**config.mk**
```make
export PLATFORM = sky130hd
export DESIGN_NAME = accel_job_sched_flat
export DESIGN_NICKNAME = d
export VERILOG_FILES = /design/src/rtl/accel_job_sched_if.sv /design/src/rtl/accel_job_sched.sv /design/src/flat_wrapper.sv
export SDC_FILE = /design/constraint.sdc
export NUM_CORES = 1
export LEC_CHECK = 0
export CORE_AREA = 2 2 290 292
export DETAILED_ROUTE_END_ITERATION = 8
export DIE_AREA = 0 0 292 294
export GPL_TIMING_DRIVEN = 1
export SYNTH_ARGS = -nofsm -noshare
export SYNTH_HDL_FRONTEND = slang
export SYNTH_SLANG_ARGS = --single-unit
```
**constraint.sdc**
```tcl
create_clock -name clk -period 6.45 [get_ports clk]
set_input_delay 0.645 -clock clk [delete_from_list [all_inputs] [get_ports clk]]
set_output_delay 0.645 -clock clk [all_outputs]
set_load 0.03 [all_outputs]
```
**src/rtl/accel_job_sched_if.sv**
```systemverilog
// Job scheduler bus bundle: two requester ports, the response port and the accelerator register bus.
// The master modport is the environment (requesters, response sink, accelerator); the slave modport is the scheduler.
interface accel_job_sched_if;
  logic         req0_valid;
  logic         req0_ready;
  logic [127:0] req0_key;
  logic [127:0] req0_pt;
  logic         req1_valid;
  logic         req1_ready;
  logic [127:0] req1_key;
  logic [127:0] req1_pt;
  logic         rsp_valid;
  logic         rsp_ready;
  logic         rsp_id;
  logic [127:0] rsp_ct;
  logic         rsp_timeout;
  logic [31:0]  acc_addr;
  logic         acc_wr_en;
  logic         acc_select;
  logic [31:0]  acc_wdata;
  logic [31:0]  acc_rdata;

  modport master (
    output req0_valid, req0_key, req0_pt, req1_valid, req1_key, req1_pt, rsp_ready, acc_rdata,
    input  req0_ready, req1_ready, rsp_valid, rsp_id, rsp_ct, rsp_timeout,
    input  acc_addr, acc_wr_en, acc_select, acc_wdata
  );

  modport slave (
    input  req0_valid, req0_key, req0_pt, req1_valid, req1_key, req1_pt, rsp_ready, acc_rdata,
    output req0_ready, req1_ready, rsp_valid, rsp_id, rsp_ct, rsp_timeout,
    output acc_addr, acc_wr_en, acc_select, acc_wdata
  );
endinterface

```
**src/rtl/accel_job_sched.sv**
```systemverilog
// Round-robin scheduler feeding jobs from two requesters through a register-mapped cipher accelerator.
// Optional key cache (skips key writes when the key repeats): define ACCEL_JOB_SCHED_KEY_CACHE_EN.
module accel_job_sched #(
  parameter int TIMEOUT_CYCLES = 64
) (
  input  logic             clk,
  input  logic             rst_n,
  accel_job_sched_if.slave bus,
  output logic             busy
);
  localparam int PCNT_W = ($clog2(TIMEOUT_CYCLES + 2) > 8) ? $clog2(TIMEOUT_CYCLES + 2) : 8;
  localparam logic [31:0] CTRL_ADDR = 32'h20;
  localparam logic [31:0] KEY_BASE  = 32'h28;
  localparam logic [31:0] PT_BASE   = 32'h38;
  localparam logic [31:0] CT_BASE   = 32'h48;

  typedef enum logic [2:0] {IDLE, WR_KEY, WR_PT, GO, POLL, RD_CT, RESP} state_t;

  state_t              state;
  logic [1:0]          idx;
  logic [1:0]          nxt;
  logic [PCNT_W-1:0]   poll_cnt;
  logic                prio;
  logic [127:0]        key_q;
  logic [127:0]        pt_q;
  logic                grant0;
  logic                grant1;
  logic [127:0]        sel_key;
  logic [127:0]        sel_pt;
  logic                key_hit;
  logic                poll_abort;

  function automatic logic [PCNT_W-1:0] sat_inc(input logic [PCNT_W-1:0] v);
    return (&v) ? v : v + 1'b1;
  endfunction

  // prio names the requester that wins a tie
  assign grant0     = (state == IDLE) && bus.req0_valid && (!bus.req1_valid || !prio);
  assign grant1     = (state == IDLE) && bus.req1_valid && (!bus.req0_valid || prio);
  assign bus.req0_ready = grant0;
  assign bus.req1_ready = grant1;
  assign busy       = (state != IDLE);
  assign nxt        = idx + 2'd1;
  assign sel_key    = grant1 ? bus.req1_key : bus.req0_key;
  assign sel_pt     = grant1 ? bus.req1_pt  : bus.req0_pt;
  assign poll_abort = (state == POLL) && !bus.acc_rdata[31] &&
                      (poll_cnt >= PCNT_W'(TIMEOUT_CYCLES));

`ifdef ACCEL_JOB_SCHED_KEY_CACHE_EN
  logic [127:0] cache_key;
  logic         cache_vld;

  assign key_hit = cache_vld && (cache_key == sel_key);

  // The cache tracks what the accelerator holds, so it is refreshed once the last key word lands
  always_ff @(posedge clk or negedge rst_n) begin
    if (!rst_n) begin
      cache_key <= '0;
      cache_vld <= 1'b0;
    end else if (poll_abort) begin
      cache_vld <= 1'b0;
    end else if (state == WR_KEY && idx == 2'd3) begin
      cache_key <= key_q;
      cache_vld <= 1'b1;
    end
  end
`else
  assign key_hit = 1'b0;
`endif

  always_ff @(posedge clk or negedge rst_n) begin
    if (!rst_n) begin
      state           <= IDLE;
      idx             <= '0;
      poll_cnt        <= '0;
      prio            <= 1'b0;
      key_q           <= '0;
      pt_q            <= '0;
      bus.rsp_valid   <= 1'b0;
      bus.rsp_id      <= 1'b0;
      bus.rsp_ct      <= '0;
      bus.rsp_timeout <= 1'b0;
      bus.acc_addr    <= '0;
      bus.acc_wr_en   <= 1'b0;
      bus.acc_select  <= 1'b0;
      bus.acc_wdata   <= '0;
    end else begin
      case (state)
        IDLE: begin
          if (grant0 || grant1) begin
            key_q           <= sel_key;
            pt_q            <= sel_pt;
            bus.rsp_id      <= grant1;
            bus.rsp_timeout <= 1'b0;
            bus.rsp_ct      <= '0;
            prio            <= grant0;
            idx             <= '0;
            bus.acc_wr_en   <= 1'b1;
            bus.acc_select  <= 1'b1;
            if (key_hit) begin
              state         <= WR_PT;
              bus.acc_addr  <= PT_BASE;
              bus.acc_wdata <= sel_pt[31:0];
            end else begin
              state         <= WR_KEY;
              bus.acc_addr  <= KEY_BASE;
              bus.acc_wdata <= sel_key[31:0];
            end
          end
        end
        WR_KEY: begin
          idx <= nxt;
          if (idx == 2'd3) begin
            state         <= WR_PT;
            bus.acc_addr  <= PT_BASE;
            bus.acc_wdata <= pt_q[31:0];
          end else begin
            bus.acc_addr  <= KEY_BASE + {28'd0, nxt, 2'b00};
            bus.acc_wdata <= key_q[{nxt, 5'b0} +: 32];
          end
        end
        WR_PT: begin
          idx <= nxt;
          if (idx == 2'd3) begin
            state         <= GO;
            poll_cnt      <= '0;
            bus.acc_addr  <= CTRL_ADDR;
            bus.acc_wdata <= 32'h0000_0001;
          end else begin
            bus.acc_addr  <= PT_BASE + {28'd0, nxt, 2'b00};
            bus.acc_wdata <= pt_q[{nxt, 5'b0} +: 32];
          end
        end
        GO: begin
          state         <= POLL;
          bus.acc_wr_en <= 1'b0;
          bus.acc_wdata <= '0;
        end
        POLL: begin
          // done wins over the timeout when both land on the same poll
          if (bus.acc_rdata[31]) begin
            state        <= RD_CT;
            idx          <= '0;
            bus.acc_addr <= CT_BASE;
          end else if (poll_abort) begin
            state           <= RESP;
            bus.acc_addr    <= '0;
            bus.acc_select  <= 1'b0;
            bus.rsp_valid   <= 1'b1;
            bus.rsp_timeout <= 1'b1;
            bus.rsp_ct      <= '0;
          end else begin
            poll_cnt <= sat_inc(poll_cnt);
          end
        end
        RD_CT: begin
          bus.rsp_ct[{idx, 5'b0} +: 32] <= bus.acc_rdata;
          idx <= nxt;
          if (idx == 2'd3) begin
            state          <= RESP;
            bus.acc_addr   <= '0;
            bus.acc_select <= 1'b0;
            bus.rsp_valid  <= 1'b1;
          end else begin
            bus.acc_addr <= CT_BASE + {28'd0, nxt, 2'b00};
          end
        end
        RESP: begin
          if (bus.rsp_ready) begin
            state         <= IDLE;
            bus.rsp_valid <= 1'b0;
          end
        end
        default: state <= IDLE;
      endcase
    end
  end
endmodule

```
**src/flat_wrapper.sv**
```systemverilog
// flat-port wrapper written by rule: the top's interface ports become plain ports
module accel_job_sched_flat 
#(
  parameter int TIMEOUT_CYCLES = 64
)
  (clk, rst_n, busy, bus_req0_valid, bus_req0_key, bus_req0_pt, bus_req1_valid, bus_req1_key, bus_req1_pt, bus_rsp_ready, bus_acc_rdata, bus_req0_ready, bus_req1_ready, bus_rsp_valid, bus_rsp_id, bus_rsp_ct, bus_rsp_timeout, bus_acc_addr, bus_acc_wr_en, bus_acc_select, bus_acc_wdata);
  accel_job_sched_if bus_i ();
  input  logic clk;
  input  logic rst_n;
  output logic busy;
  input wire logic [$bits(bus_i.req0_valid)-1:0] bus_req0_valid;
  input wire logic [$bits(bus_i.req0_key)-1:0] bus_req0_key;
  input wire logic [$bits(bus_i.req0_pt)-1:0] bus_req0_pt;
  input wire logic [$bits(bus_i.req1_valid)-1:0] bus_req1_valid;
  input wire logic [$bits(bus_i.req1_key)-1:0] bus_req1_key;
  input wire logic [$bits(bus_i.req1_pt)-1:0] bus_req1_pt;
  input wire logic [$bits(bus_i.rsp_ready)-1:0] bus_rsp_ready;
  input wire logic [$bits(bus_i.acc_rdata)-1:0] bus_acc_rdata;
  output wire logic [$bits(bus_i.req0_ready)-1:0] bus_req0_ready;
  output wire logic [$bits(bus_i.req1_ready)-1:0] bus_req1_ready;
  output wire logic [$bits(bus_i.rsp_valid)-1:0] bus_rsp_valid;
  output wire logic [$bits(bus_i.rsp_id)-1:0] bus_rsp_id;
  output wire logic [$bits(bus_i.rsp_ct)-1:0] bus_rsp_ct;
  output wire logic [$bits(bus_i.rsp_timeout)-1:0] bus_rsp_timeout;
  output wire logic [$bits(bus_i.acc_addr)-1:0] bus_acc_addr;
  output wire logic [$bits(bus_i.acc_wr_en)-1:0] bus_acc_wr_en;
  output wire logic [$bits(bus_i.acc_select)-1:0] bus_acc_select;
  output wire logic [$bits(bus_i.acc_wdata)-1:0] bus_acc_wdata;
  assign bus_i.req0_valid = bus_req0_valid;
  assign bus_i.req0_key = bus_req0_key;
  assign bus_i.req0_pt = bus_req0_pt;
  assign bus_i.req1_valid = bus_req1_valid;
  assign bus_i.req1_key = bus_req1_key;
  assign bus_i.req1_pt = bus_req1_pt;
  assign bus_i.rsp_ready = bus_rsp_ready;
  assign bus_i.acc_rdata = bus_acc_rdata;
  assign bus_req0_ready = bus_i.req0_ready;
  assign bus_req1_ready = bus_i.req1_ready;
  assign bus_rsp_valid = bus_i.rsp_valid;
  assign bus_rsp_id = bus_i.rsp_id;
  assign bus_rsp_ct = bus_i.rsp_ct;
  assign bus_rsp_timeout = bus_i.rsp_timeout;
  assign bus_acc_addr = bus_i.acc_addr;
  assign bus_acc_wr_en = bus_i.acc_wr_en;
  assign bus_acc_select = bus_i.acc_select;
  assign bus_acc_wdata = bus_i.acc_wdata;
  accel_job_sched #(.TIMEOUT_CYCLES(TIMEOUT_CYCLES)) u_core (.clk(clk), .rst_n(rst_n), .bus(bus_i), .busy(busy));
endmodule
```
==> results.ini <==
[final_layout]
syn_to_final_growth_pct=43.0
fin_nets=3544
layout_common_cells=720 x clkdlybuf4s50_1, 593 x nand2_1, 437 x dfrtp_1, 299 x nor2_1, 226 x a31oi_1
final_common_cell=clkdlybuf4s50_1
fill_cells=8318
drive_above_1_share=0.0884
final_area_um2=32500
stdcell_count=4125

[logic_synthesis]
ys_seq_area_frac=0.485
syn_area_um2=22700
synthTopCellsByArea=dfrtp_1 48%, nand2_1 9.8%, mux4_2 6.3%
synth-edff-count=0
synth.largest_area_cell=dfrtp_1
postSynthCellCount=2399
synth_top_area_share=0.485
synth_cell_type_count=57
avgSynthCellArea_um2=9.46
async_flop_share=1.00
ys_warn_count=0
synth_ff_type=dfrtp_1
ys_ff_latch=440

[placed_design]
placedCellCount=4012
gp_congestion=0.874
place_area_um2=30600
port-buffer-count=721
hpwl_um=77600

[route]
final_antenna_net_count=0
firstDrtPassIters=5
wire_per_inst_um=25.7
drc=0
wl_um=106000
drt_iter0_drc=1529
vias=21300
vias_per_cell=5.16

[hold_path]
hold_path_class=flop to flop

[global_route]
grt_use_total=0.240
grt_pass1_vias=21200
antenna_found_initial=46
grt_start_max_net_pins=164
grt_pass1_wl_um=151000
grt_overflow=0

[timing]
period_minus_slack_ns=4.77
tightest_slew_ns=1.15
finalCritPeriodShare=0.739
rsz0062_at_grt=false
tns_ns=0
setup_viol=0
hold_viol_final=0
slew_headroom=0.233
maxSlewViolCount=0
fmax_ghz=0.210
clock_skew_ns=0.0230

[critical_path]
crit_fanout=99
r2r-end=u_core.bus.acc_wdata[11]
criticalPathCategory=flop to output port
required_ns=5.80
endpoint_kind=output port
cp-startpoint=u_core.state[0]
arrival_ns=4.12
r2r_slack_ns=2.47
critical_path.endpoint=bus_req1_ready
r2r_start=u_core.idx[0]
setup.worst_path.start_class=flop
ff2ff_path_depth=7

[flow_run]
maxCapViolations=0

[floorplanning]
start_util=0.274
die_x_um=292
core_area_um2=82900
io_pins=749
die_area_um2=85800
rows=106
die_h_um=294

[clock_tree]
clockRootBuffer=clkbuf_16
insertion_delay_ns=0.61
htreeDepth=2
cts_tree=done
cts.sinks=440
clk_pin_slew_ns=0.06
clk_path_buf_depth=3
post-cts-setup-buffers=0
cts_buffers=53

[power_and_ir_drop]
p_per_area_nw_per_um2=542
peakVddDrop_uv=275
p_leak_nw=13.0

[run_status]
outcome=completed

[flip-flops by register name (all words and copies together), names as in the netlist]
register and count:
u_core.idx 2, u_core.bus.rsp_valid 1, u_core.bus.acc_wdata 32, u_core.state 3, u_core.bus.rsp_id 1, u_core.key_q 128
u_core.bus.acc_wr_en 1, u_core.pt_q 128, u_core.prio 1, u_core.bus.acc_addr 5, u_core.bus.rsp_timeout 1, u_core.poll_cnt 8
u_core.bus.rsp_ct 128, u_core.bus.acc_select 1
[Yosys cell counts, drive strengths merged (3+ instances only)]
| library cell | instances |
|---|---|
| a21oi | 40 |
| or2 | 4 |
| ha | 7 |
| dfrtp | 440 |
| nand3 | 9 |
| clkbuf | 97 |
| nor3b | 3 |
| mux2i | 34 |
| mux2 | 35 |
| a211oi | 31 |
| and3 | 5 |
| buf | 151 |
| o211ai | 129 |
| nor4b | 3 |
| a31oi | 226 |
| inv | 9 |
| o21ai | 12 |
| nor3 | 4 |
| a221oi | 32 |
| o31ai | 3 |
| nand2 | 593 |
| a22oi | 129 |
| mux4 | 64 |
| nand2b | 5 |
| nor2 | 303 |
[cell type report]
type	instances	area [um2]	share of cell area
Sequential cell	440	11000	0.339
Multi-Input combinational cell	1728	10600	0.327
Timing Repair Buffer	756	7570	0.233
Clock buffer	83	1600	0.0493
Tap cell	1080	1350	0.0416
Clock inverter	16	221	0.00682
Inverter	9	41.3	0.00127
Antenna cell	13	32.5	0.00100
[cell families after synthesis]
| logic type | after synthesis | share of synthesized area |
|---|---|---|
| fa+ha+maj | 7 | 0.00386 |
| mux | 133 | 0.0958 |
| compound gates | 620 | 0.197 |
| flops | 440 | 0.485 |
| buf+inv | 257 | 0.0554 |
| other cells | 1 | 0.000165 |
| simple gates | 941 | 0.163 |
[routing by layer]
metal	global-route usage	wire length, um
met5	0	228
met4	0.0708	3130
met3	0.0681	8680
met2	0.444	55800
met1	0.266	38200
[metrics by stage]
| stage | utilization | worst slack [ns] | total power, mW | hold slack, ns |
|---|---|---|---|---|
| 4_1_cts | 0.391 | 1.61 | 17.8 | 0.499 |
| 5_1_grt | 0.392 | 1.39 | 18.7 | 0.541 |
| 6_report | 0.392 | 1.68 | 17.6 | 0.505 |
| 3_5_place_dp | 0.369 | 2.29 | 14.6 | 0.484 |
| 3_3_place_gp | 0.369 | 2.28 | 14.4 | 0.482 |
| 2_1_floorplan | - | 3.73 | 10.9 | 0.349 |
[worst max-delay path, stage by stage (launching register included)]
cell,delay [ns]
dfrtp_4,0.79
nor3_4,0.40
nand3_4,0.64
inv_8,0.76
clkdlybuf4s50_1,0.80
[where the power goes]
part	internal (mW)	total (mW)	leakage, nW	switching (mW)
combinational	3.81	8.92	7.11	5.12
clock	1.90	3.18	0.890	1.28
sequential	4.19	5.50	4.96	1.31
[worst min path at each step]
stage                                  start                     end  slack, ns  cells after the start
after floorplan                        rst_n  u_core.bus.acc_addr[2]       0.35                      0
after global placement           u_core.prio             u_core.prio       0.48                      1
after detailed placement         u_core.prio             u_core.prio       0.48                      1
after CTS                        u_core.prio             u_core.prio       0.50                      1
after global routing      u_core.poll_cnt[7]      u_core.poll_cnt[7]       0.54                      1
final                            u_core.prio             u_core.prio       0.51                      1
[timing repair]
item,in CTS,in global routing
resized for setup,0,0
endpoints found under the setup margin,0,0
endpoints found under the hold margin,8,0
hold buffers,1,0
No activity file was read; power rests on OpenSTA's default activity.
